### src/rtl/eth1_pkg.sv
// Shared Eth1 definitions: CSR writer states and constants.
// Imported by the CSR writer, its interface and the timeout counter.
package eth1_pkg;

    typedef enum logic [1:0] {
        IDLE  = 2'd0,
        WRITE = 2'd1,
        DONE  = 2'd2
    } csr_wr_state_t;

    localparam int CSR_BYTE_SHIFT  = 2;
    localparam int TIMEOUT_CYC_DEF = 1023;

endpackage

### src/rtl/eth1_csr_writer_if.sv
// Avalon-MM CSR write port of the Eth1 MAC.
// Master drives address/data/strobe, slave answers with waitrequest.
interface eth1_csr_writer_if
    import eth1_pkg::*;
#(
    parameter int ADDR_W = 8,
    parameter int DATA_W = 32
);
    logic [ADDR_W+CSR_BYTE_SHIFT-1:0] avm_address;
    logic [DATA_W-1:0]                avm_writedata;
    logic                             avm_write;
    logic                             avm_waitrequest;

    modport master (
        output avm_address,
        output avm_writedata,
        output avm_write,
        input  avm_waitrequest
    );

    modport slave (
        input  avm_address,
        input  avm_writedata,
        input  avm_write,
        output avm_waitrequest
    );
endinterface

### src/rtl/eth1_timeout_ctr.sv
// Clear/enable counter that saturates at LIMIT and flags terminal count.
// Shared by the CSR writer and the sequencer poll loops.
module eth1_timeout_ctr
    import eth1_pkg::*;
#(
    parameter int LIMIT = TIMEOUT_CYC_DEF
) (
    input  logic clk,
    input  logic rst,
    input  logic clr,
    input  logic en,
    output logic tc
);
    localparam int W = (LIMIT < 1) ? 1 : $clog2(LIMIT + 1);
    localparam logic [W-1:0] LIM = W'(LIMIT);

    logic [W-1:0] r_cnt;
    logic         w_tc;

    assign w_tc = (r_cnt == LIM);
    assign tc   = w_tc;

    always_ff @(posedge clk) begin
        if (rst || clr) begin
            r_cnt <= '0;
        end else if (en && !w_tc) begin
            r_cnt <= r_cnt + W'(1);
        end
    end
endmodule

### src/rtl/eth1_csr_writer.sv
// Single-outstanding Avalon-MM CSR write master for the Eth1 MAC.
// Holds one request, bounds the stall with a timeout, counts accepted writes.
module eth1_csr_writer
    import eth1_pkg::*;
#(
    parameter int ADDR_W      = 8,
    parameter int DATA_W      = 32,
    parameter int TIMEOUT_CYC = TIMEOUT_CYC_DEF,
    parameter int CNT_W       = 16
) (
    input  logic              clk_hifreq,
    input  logic              rst,
    input  logic [ADDR_W-1:0] reg_addr,
    input  logic [DATA_W-1:0] data_in,
    input  logic              wren,
    output logic              busy,
    input  logic              err_clr,
    output logic              err_timeout,
    output logic [CNT_W-1:0]  wr_count,
    eth1_csr_writer_if.master avm
);
    localparam int AW = ADDR_W + CSR_BYTE_SHIFT;

    csr_wr_state_t     r_state;
    logic              r_busy;
    logic              r_write;
    logic              r_err;
    logic [AW-1:0]     r_addr;
    logic [DATA_W-1:0] r_data;
    logic [CNT_W-1:0]  r_cnt;

    logic w_to_clr;
    logic w_to_en;
    logic w_to_tc;

    assign w_to_clr = (r_state == IDLE) && wren;
    assign w_to_en  = (r_state == WRITE) && avm.avm_waitrequest;

    eth1_timeout_ctr #(
        .LIMIT (TIMEOUT_CYC)
    ) u_to_ctr (
        .clk (clk_hifreq),
        .rst (rst),
        .clr (w_to_clr),
        .en  (w_to_en),
        .tc  (w_to_tc)
    );

    always_ff @(posedge clk_hifreq) begin
        if (rst) begin
            r_state <= IDLE;
            r_busy  <= 1'b0;
            r_write <= 1'b0;
            r_err   <= 1'b0;
            r_addr  <= '0;
            r_data  <= '0;
            r_cnt   <= '0;
        end else begin
            // A timeout set below overrides a clear in the same cycle
            if (err_clr) begin
                r_err <= 1'b0;
            end
            case (r_state)
                IDLE: begin
                    r_busy  <= 1'b0;
                    r_write <= 1'b0;
                    if (wren) begin
                        r_addr  <= {reg_addr, {CSR_BYTE_SHIFT{1'b0}}};
                        r_data  <= data_in;
                        r_busy  <= 1'b1;
                        r_write <= 1'b1;
                        r_state <= WRITE;
                    end
                end
                WRITE: begin
                    if (!avm.avm_waitrequest) begin
                        r_cnt   <= r_cnt + CNT_W'(1);
                        r_write <= 1'b0;
                        r_state <= DONE;
                    end else if (w_to_tc) begin
                        r_err   <= 1'b1;
                        r_write <= 1'b0;
                        r_state <= DONE;
                    end
                end
                DONE: begin
                    r_busy  <= 1'b0;
                    r_state <= IDLE;
                end
                default: begin
                    r_busy  <= 1'b0;
                    r_write <= 1'b0;
                    r_state <= IDLE;
                end
            endcase
        end
    end

    assign busy              = r_busy;
    assign err_timeout       = r_err;
    assign wr_count          = r_cnt;
    assign avm.avm_address   = r_addr;
    assign avm.avm_writedata = r_data;
    assign avm.avm_write     = r_write;
endmodule
### src/flat_wrapper.sv
// flat-port wrapper written by rule: the top's interface ports become plain ports
module eth1_csr_writer_flat import eth1_pkg::*;
#(
    parameter int ADDR_W      = 8,
    parameter int DATA_W      = 32,
    parameter int TIMEOUT_CYC = TIMEOUT_CYC_DEF,
    parameter int CNT_W       = 16
)
  (clk_hifreq, rst, reg_addr, data_in, wren, busy, err_clr, err_timeout, wr_count, avm_avm_address, avm_avm_writedata, avm_avm_write, avm_avm_waitrequest);
  eth1_csr_writer_if #(.ADDR_W(ADDR_W), .DATA_W(DATA_W)) avm_i ();
  input  logic clk_hifreq;
  input  logic rst;
  input  logic [ADDR_W-1:0] reg_addr;
  input  logic [DATA_W-1:0] data_in;
  input  logic wren;
  output logic busy;
  input  logic err_clr;
  output logic err_timeout;
  output logic [CNT_W-1:0] wr_count;
  output wire logic [$bits(avm_i.avm_address)-1:0] avm_avm_address;
  output wire logic [$bits(avm_i.avm_writedata)-1:0] avm_avm_writedata;
  output wire logic [$bits(avm_i.avm_write)-1:0] avm_avm_write;
  input wire logic [$bits(avm_i.avm_waitrequest)-1:0] avm_avm_waitrequest;
  assign avm_avm_address = avm_i.avm_address;
  assign avm_avm_writedata = avm_i.avm_writedata;
  assign avm_avm_write = avm_i.avm_write;
  assign avm_i.avm_waitrequest = avm_avm_waitrequest;
  eth1_csr_writer #(.ADDR_W(ADDR_W), .DATA_W(DATA_W), .TIMEOUT_CYC(TIMEOUT_CYC), .CNT_W(CNT_W)) u_core (.clk_hifreq(clk_hifreq), .rst(rst), .reg_addr(reg_addr), .data_in(data_in), .wren(wren), .busy(busy), .err_clr(err_clr), .err_timeout(err_timeout), .wr_count(wr_count), .avm(avm_i));
endmodule
### config.mk
export PLATFORM = sky130hd
export DESIGN_NAME = eth1_csr_writer_flat
export DESIGN_NICKNAME = d
export VERILOG_FILES = /design/src/rtl/eth1_pkg.sv /design/src/rtl/eth1_csr_writer_if.sv /design/src/rtl/eth1_timeout_ctr.sv /design/src/rtl/eth1_csr_writer.sv /design/src/flat_wrapper.sv
export SDC_FILE = /design/constraint.sdc
export NUM_CORES = 1
export LEC_CHECK = 0
export CAP_MARGIN = 15
export CORE_UTILIZATION = 39
export DETAILED_ROUTE_END_ITERATION = 10
export MAX_ROUTING_LAYER = met4
export PLACE_DENSITY = 0.74
export SYNTH_ARGS = -nofsm -noshare
export SYNTH_HDL_FRONTEND = slang
export SYNTH_SLANG_ARGS = --single-unit
### constraint.sdc
create_clock -name clk_hifreq -period 1.4 [get_ports clk_hifreq]
set_input_delay 0.28 -clock clk_hifreq [delete_from_list [all_inputs] [get_ports clk_hifreq]]
set_output_delay 0.28 -clock clk_hifreq [all_outputs]
set_load 0.01 [all_outputs]
# == After elaboration in Yosys (flattened, before gate mapping) ==
# Index checks and enable logic that the tools add are counted.
# totals
regBits,71
inputBits,45
# classes
addsub,2
eq_ne,5
n_mux,13
n_bitwise,2
n_reduce_logical,10
# op_table
op,n
$add A16 B1 Y16 const B,1
$add A10 B1 Y10 const B,1
$eq A10 B10 Y1 const B,1
$reduce_and A2 Y1,4
$mux W1,7
$mux W2,3
$pmux W2 S2,1
$logic_and A1 B1 Y1,3
$ne A3 B3 Y1 const B,1
$pmux W1 S3,1
$eq A2 B1 Y1 const B,1
$eq A2 B2 Y1 const B,1
$logic_not A2 Y1,1
$ne A2 B2 Y1 const B,1
$not A1 Y1,2
$pmux W1 S2,1
$logic_not A1 Y1,1
$logic_or A1 B1 Y1,1

# == Longest topological paths before layout ==
# Gate-level depths: netlist (run 1).
# depth
word_depth,4
ltp_mapped,7
mapped_depth_nobuf,5

# == Hierarchy ==
# From an unflattened synthesis (run 1), not the netlist that was laid out.
# unflattened
cells_unflattened,344
area_unflattened_um2,2889.0
# by_module_without_submodules
module,instances,cells_per_inst,area_per_inst_um2
eth1_csr_writer,1,276,2296.0
eth1_timeout_ctr,1,68,593.1

# == Worst setup path after synthesis (run 1) ==
# Ideal clock, no wire load.
# synth_path
kind,reg2reg
from,"register u_core.r_cnt[0], in the netlist u_core.wr_count[0]"
to,"register u_core.r_cnt[14], in the netlist u_core.wr_count[14]"
setup_time_ps,70
arrival_time_ps,1426
slack_ps,-96
path_stages_with_launch,6
n_path_buf,0
cell_sequence,dfxtp_1 ha_1 and2_1 nand4_1 or3_1 a21oi_1
# synth_between
elab_chain_cells,1
# synth_rtl
element,line,source
from (decl),eth1_csr_writer.sv:30,logic [CNT_W-1:0] r_cnt;
from (signal assigned),eth1_csr_writer.sv:77,r_cnt <= r_cnt + CNT_W'(1);
$add A16 B1 Y16,eth1_csr_writer.sv:77,
# Every way passes these cells.
# A chain may end at the register's enable or synchronous reset.

# == Worst setup path in the final report (run 1) ==
# layout_path
from,register u_core.r_state[1]
to,"register u_core.r_cnt[9], in the netlist u_core.wr_count[9]"
# layout_between
elab_chain_cells,2
# layout_rtl
element,line,source
from (decl),eth1_csr_writer.sv:24,csr_wr_state_t r_state;
from (signal assigned),eth1_csr_writer.sv:51,r_state <= IDLE;
from (signal assigned),eth1_csr_writer.sv:72,r_state <= WRITE;
from (signal assigned),eth1_csr_writer.sv:79,r_state <= DONE;
$eq A2 B1 Y1,eth1_csr_writer.sv:63,case (r_state)
$reduce_and A2 Y1 (no line),--,
# Every way passes these cells.

==> results of run 1 <==
[layout make-up]
type,instances,area [µm²]
timing repair buffer,148,1350
sequential,71,1440
tap,96,120
multi-input combinational,240,1420
fill,643,2360
inverter,2,7.51
clock inverter,5,81.3
clock buffer,11,141
[worst paths after layout]
| path | to | depth (start not counted) |
|---|---|---|
| max | u_core.wr_count[9] | 5 |
| min | u_core.wr_count[6] | 2 |
| max reg2reg | u_core.wr_count[9] | 5 |
| min reg2reg | u_core.avm.avm_writedata[24] | 2 |
[through the flow]
stage	hold slack (ps)	std cells	setup TNS, ps	power (µW)	worst slack (ps)
5_1_grt	282	573	-671	4800	-96.3
4_1_cts	278	569	-117	4610	-51.7
3_3_place_gp	441	551	-10130	2840	-455
6_report	292	573	-38.0	4580	-31.1
2_1_floorplan	416	335	-20.3	2470	-20.3
3_5_place_dp	446	551	-10580	2850	-477
[worst register-to-register path: cells and delay by family, from the launching register on]
kind,cells,cell delay (ps)
DFF,1,360
and+or+nand+nor,3,550
buffers and inverters,1,130
muxes,1,280
[metal layers]
layer  up-vias  part of all wire (%)  global-route usage [%]
li1       1410                     -                       -
met3        16                   5.0                    4.55
met2        84                    49                    33.9
met4         0                   2.3                    8.94
met5         -                     0                       -
met1      1239                    43                    23.4
[synth_stat cells, types with 2 or more instances]
cell,number
and2_1,3
xor2_1,7
nor2_1,22
a211oi_1,3
inv_1,2
nand4b_1,2
dfxtp_1,71
mux2i_1,3
a2111oi_2,2
xnor2_1,7
and4_2,2
and3_2,2
o21ai_0,4
and4_1,2
buf_4,3
nand2_1,84
nand4_1,8
a21oi_1,48
a31oi_1,2
nor3_1,5
ha_1,2
buf_2,4
and3_1,5
nand3_1,8
or3_1,3
clkbuf_1,12
[cell families after synthesis]
group / synth area share [%]
AO/OA/AOI/OAI: 13.1
XOR/XNOR: 4.31
multiplexers: 1.45
buffers and inverters: 4.13
adder cells (fa/ha/maj): 0.879
flip-flops: 50.0
other: 0.132
AND/OR/NAND/NOR: 26.1
[timing repair]
action | 4_1_cts | 5_1_grt
pin swaps | 7 | 11
hold buffers | 0 | 0
resized for setup | 67 | 25
setup endpoints to repair | 70 | 43
setup buffers | 2 | 4
[state kept, by name, indices dropped and copies added, names as in the netlist]
| signal | flops |
|---|---|
| u_core.avm.avm_address | 8 |
| u_core.avm.avm_write | 1 |
| u_core.avm.avm_writedata | 32 |
| u_core.busy | 1 |
| u_core.err_timeout | 1 |
| u_core.r_state | 2 |
| u_core.u_to_ctr.r_cnt | 10 |
| u_core.wr_count | 16 |
[where the power goes]
group | total, µW | internal, µW | switching [µW]
registers | 2150 | 2110 | 45.3
logic | 606 | 318 | 287
clock network | 1820 | 1050 | 769
total | 4580 | 3480 | 1100
==> metrics.md, run 1 <==
| Metric | Value |
|---|---|
| Die height | `87.4 µm` |
| Failing checks | `negative setup slack` |
| GP Congestion | `0.824` |
| Synth cell types | `44` |
| TritonCTS buffer count | `9` |
| Register area share after synthesis | `50.0%` |
| Worst-path fanout max | `8` |
| Synth-to-Final Area Change | `59.8%` |
| Hold Path Class | `in -> reg` |
| Peak VDD IR | `0.000580 V` |
| Mean Syn Cell Area | `8.52 µm²` |
| Seq cells post-synth | `71` |
| Clock Sinks | `71` |
| IO Count | `106` |
| Cells along the critical path | `and4bb_1 > buf_6 > and3_4 > nand4_1 > mux2_2` |
| Placed cell area | `4240 µm²` |
| Crit path max-delay cell type | `dfxtp_4` |
| Clock latency at the later pin of the worst-skew pair | `330 ps` |
| Drt wl/cell | `12.8 µm` |
| Max Root-Sink Buffers | `2` |
| LEAKAGE | `0.00196 µW` |
| Worst clock skew | `11.9 ps` |
| WP data required | `1630 ps` |
| Vias per cell | `4.80` |
| I/O Buffers | `103` |
| Post-synth ARST share | `0%` |
| Total gr overflow | `0` |
| Minimum clock period | `1430 ps` |
| Max stage delay on crit path | `360 ps` |
| CTS root buf | `clkbuf_8` |
| Total number of vias | `2749` |
| H-tree Lvls | `3` |
| Final Cycle Share | `102%` |
| NumNets Final | `519` |
| Initial Utilization | `41.2%` |
| DRC errors left | `0` |
| Final instance area | `4550 µm²` |
| Slew Viols, Final | `0` |
| Max Cap Violations | `0` |
| Die width | `87.4 µm` |
| Worst path arrival time | `1660 ps` |
| All-Layer GR Usage | `20.3%` |
| Final HPWL from detailed placement | `5130 µm` |
| Max frequency | `0.699 GHz` |
| Largest net degree at the start of global routing | `42` |
| Antenna Cells | `0` |
| Top Family by Delay on Critical Path | `simple AND/OR/NAND/NOR gates` |
| Layout cell share with drive strength beyond 1 | `20.3%` |
| Power per cell area | `1010 nW/µm²` |
| CTS tree | `built` |
| Commonest cells after routing, fill and taps aside | `nand2_1, dfxtp_1, dlygate4sd2_1, a21oi_1, clkdlybuf4s50_1` |
| Crit path buf inv count | `1` |
| First-pass GRT wire length | `11700 µm` |
| Post-layout util | `65.8%` |
| Clock transition at the registers of the reported paths | `80 ps` |
| Reg-to-reg startpoint | `u_core.r_state[1]` |
| Post-Route WL | `7310 µm` |
| CP Launch Type | `register` |
| # rows | `30` |
| Worst Slack Setup Final | `-31.1 ps` |
| Hold path start | `rst` |
| Final setup vio count | `2` |
| Prevailing post-synth register cell | `dfxtp_1` |
| RSZ-0062 raised after global routing | `true` |
| Core area | `6910 µm²` |
| Vias in the first global route | `2580` |
| Initial DRC Count | `124` |
| Post-Synthesis Cell Area | `2850 µm²` |
| Critical path capture point type | `register` |
| Synth area leaders | `dfxtp_1, nand2_1, a21oi_1` |
| R2r setup slk | `-30 ps` |
| Leading area contributor after synthesis | `dfxtp_1` |
| Mapped Cells | `334` |
| Hold Violations, Final | `0` |
| Yosys top cell area share | `50.0%` |
| Crit path launch | `u_core.r_state[1]` |
| Commonest non-fill, non-tap cell in the layout | `nand2_1` |
| First-pass DRT Iterations | `4` |
| Post-route ant nets | `0` |
| Setup CP Type | `reg -> reg` |
| Number of antenna violations at the first check in global routing | `0` |
| EDFF count, synth | `0` |
| Outcome | `finished with violations` |
| Die Area | `7640 µm²` |
| Synth warn | `0` |
No activity file was read; power rests on OpenSTA's default activity.
==> run 2: changes to the inputs <==
- PLACE_DENSITY: 0.74 -> 0.78
==> metrics.md, run 2 (synthesis gave the netlist of run 1 again) <==
| Metric | Value |
|---|---|
| H-tree Lvls | `3` |
| Failing checks | `negative setup slack` |
| Final Cycle Share | `102%` |
| Max Cap Violations | `0` |
| Number of antenna violations at the first check in global routing | `0` |
| Clock latency at the later pin of the worst-skew pair | `340 ps` |
| Worst-path fanout max | `7` |
| RSZ-0062 raised after global routing | `true` |
| Hold Violations, Final | `0` |
| Vias in the first global route | `2823` |
| Die height | `87.4 µm` |
| WP data required | `1660 ps` |
| R2r setup slk | `-20 ps` |
| First-pass DRT Iterations | `4` |
| All-Layer GR Usage | `21.0%` |
| LEAKAGE | `0.00197 µW` |
| DRC errors left | `0` |
| Cell depth of the worst hold path | `3` |
| Hold path start | `rst` |
| Post-Route WL | `7540 µm` |
| Initial DRC Count | `109` |
| Area of the multi-input gates | `1400 µm²` |
| CTS root buf | `clkbuf_8` |
| Die width | `87.4 µm` |
| Max Root-Sink Buffers | `2` |
| # rows | `30` |
| Peak VDD IR | `0.000560 V` |
| R2R Path End | `u_core.wr_count[14]` |
| Outcome | `finished with violations` |
| Largest register FFs | `32` |
| Final HPWL from detailed placement | `5210 µm` |
| Reg-to-reg startpoint | `u_core.r_state[1]` |
| Max frequency | `0.703 GHz` |
| # fillers | `610` |
| Total gr overflow | `0` |
| Core area | `6910 µm²` |
| Slew Viols, Final | `0` |
| Worst clock skew | `10.8 ps` |
| Vias per cell | `4.96` |
| First-pass GRT wire length | `12300 µm` |
| NumNets Final | `517` |
| Final setup vio count | `4` |
| Final instance area | `4520 µm²` |
| TritonCTS buffer count | `9` |
| Total design power | `4630 µW` |
| Synth-to-Final Area Change | `58.8%` |
| Layout cell share with drive strength beyond 1 | `20.0%` |
| Worst Reg-to-Reg Cells | `5` |
| Die Area | `7640 µm²` |
| Placed cell area | `4210 µm²` |
| Power per cell area | `1020 nW/µm²` |
| CTS tree | `built` |
| Worst path arrival time | `1690 ps` |
| Worst hold endpoint | `u_core.wr_count[13]` |
| Antenna Cells | `0` |
| Clock transition at the registers of the reported paths | `70 ps` |
| Critical path capture point type | `register` |
| Post-layout util | `65.4%` |
| Clock Sinks | `71` |
| Sequential Area | `1440 µm²` |
| Hold Path Class | `in -> reg` |
| Worst hold slack | `358 ps` |
| Post-route ant nets | `0` |
| I/O Buffers | `103` |
| Total number of vias | `2835` |
| CTS Hold Bufs | `0` |
| Drt wl/cell | `13.2 µm` |
| Worst Slack Setup Final | `-22.9 ps` |
| Setup CP Type | `reg -> reg` |
| Initial Utilization | `41.2%` |
| CP Launch Type | `register` |
| Minimum clock period | `1420 ps` |
| Setup_tns | `-51.9 ps` |
| Largest net degree at the start of global routing | `29` |
| IO Count | `106` |
| Commonest cells after routing, fill and taps aside | `nand2_1, dfxtp_1, dlygate4sd2_1, a21oi_1, clkdlybuf4s50_1` |
| Commonest non-fill, non-tap cell in the layout | `nand2_1` |
| GP Congestion | `0.790` |
[run 2: timing repair]
item                       4_1_cts  5_1_grt
setup endpoints to repair       70       57
pin swaps                       10       13
resized for setup               70       22
buffers inserted                 4        3
gates cloned                     0        0
[run 2: worst max-delay path, cell delays in order, from the launching register on]
cell and delay [ps]:
dfxtp_4 360, and4bb_1 280, buf_6 140, nand4_1 130, or3_1 330, a21oi_1 130
[run 2: worst max path at each step]
stage                                      to  cells past startpoint                start  slack [ps]
after global placement     u_core.wr_count[9]                      6  avm_avm_waitrequest        -430
after CTS                  u_core.wr_count[9]                      5    u_core.r_state[1]         -30
after floorplan            u_core.wr_count[9]                      6    u_core.r_state[0]         -20
after global routing      u_core.wr_count[14]                      5    u_core.r_state[1]         -90
after detailed placement  u_core.wr_count[14]                      6  avm_avm_waitrequest        -450
final                     u_core.wr_count[14]                      5    u_core.r_state[1]         -20
[run 2: stage by stage]
step | std cells | worst slack [ps]
floorplan | 335 | -20.3
global placement | 548 | -432
detailed placement | 548 | -447
CTS | 568 | -33.4
global route | 571 | -89.7
finish | 571 | -22.9
[run 2: report_power, final]
part | total [µW] | switching (µW) | internal, µW
clock network | 1870 | 772 | 1100
logic | 603 | 287 | 315
registers | 2150 | 45.0 | 2110
total | 4630 | 1100 | 3520
[run 2: layer usage]
layer	up-vias	wire [µm]	global-route usage (%)
met5	-	0	-
met4	0	109	7.60
met3	10	330	3.79
met2	89	3770	36.9
met1	1329	3320	23.9
li1	1407	-	-
[run 2: cell type report]
| type | count | area share, % |
|---|---|---|
| clock inverter | 5 | 1.77 |
| inverter | 2 | 0.166 |
| multi-input combinational | 240 | 31.0 |
| clock buffer | 11 | 3.35 |
| timing repair buffer | 146 | 29.3 |
| tap | 96 | 2.66 |
| sequential | 71 | 31.8 |
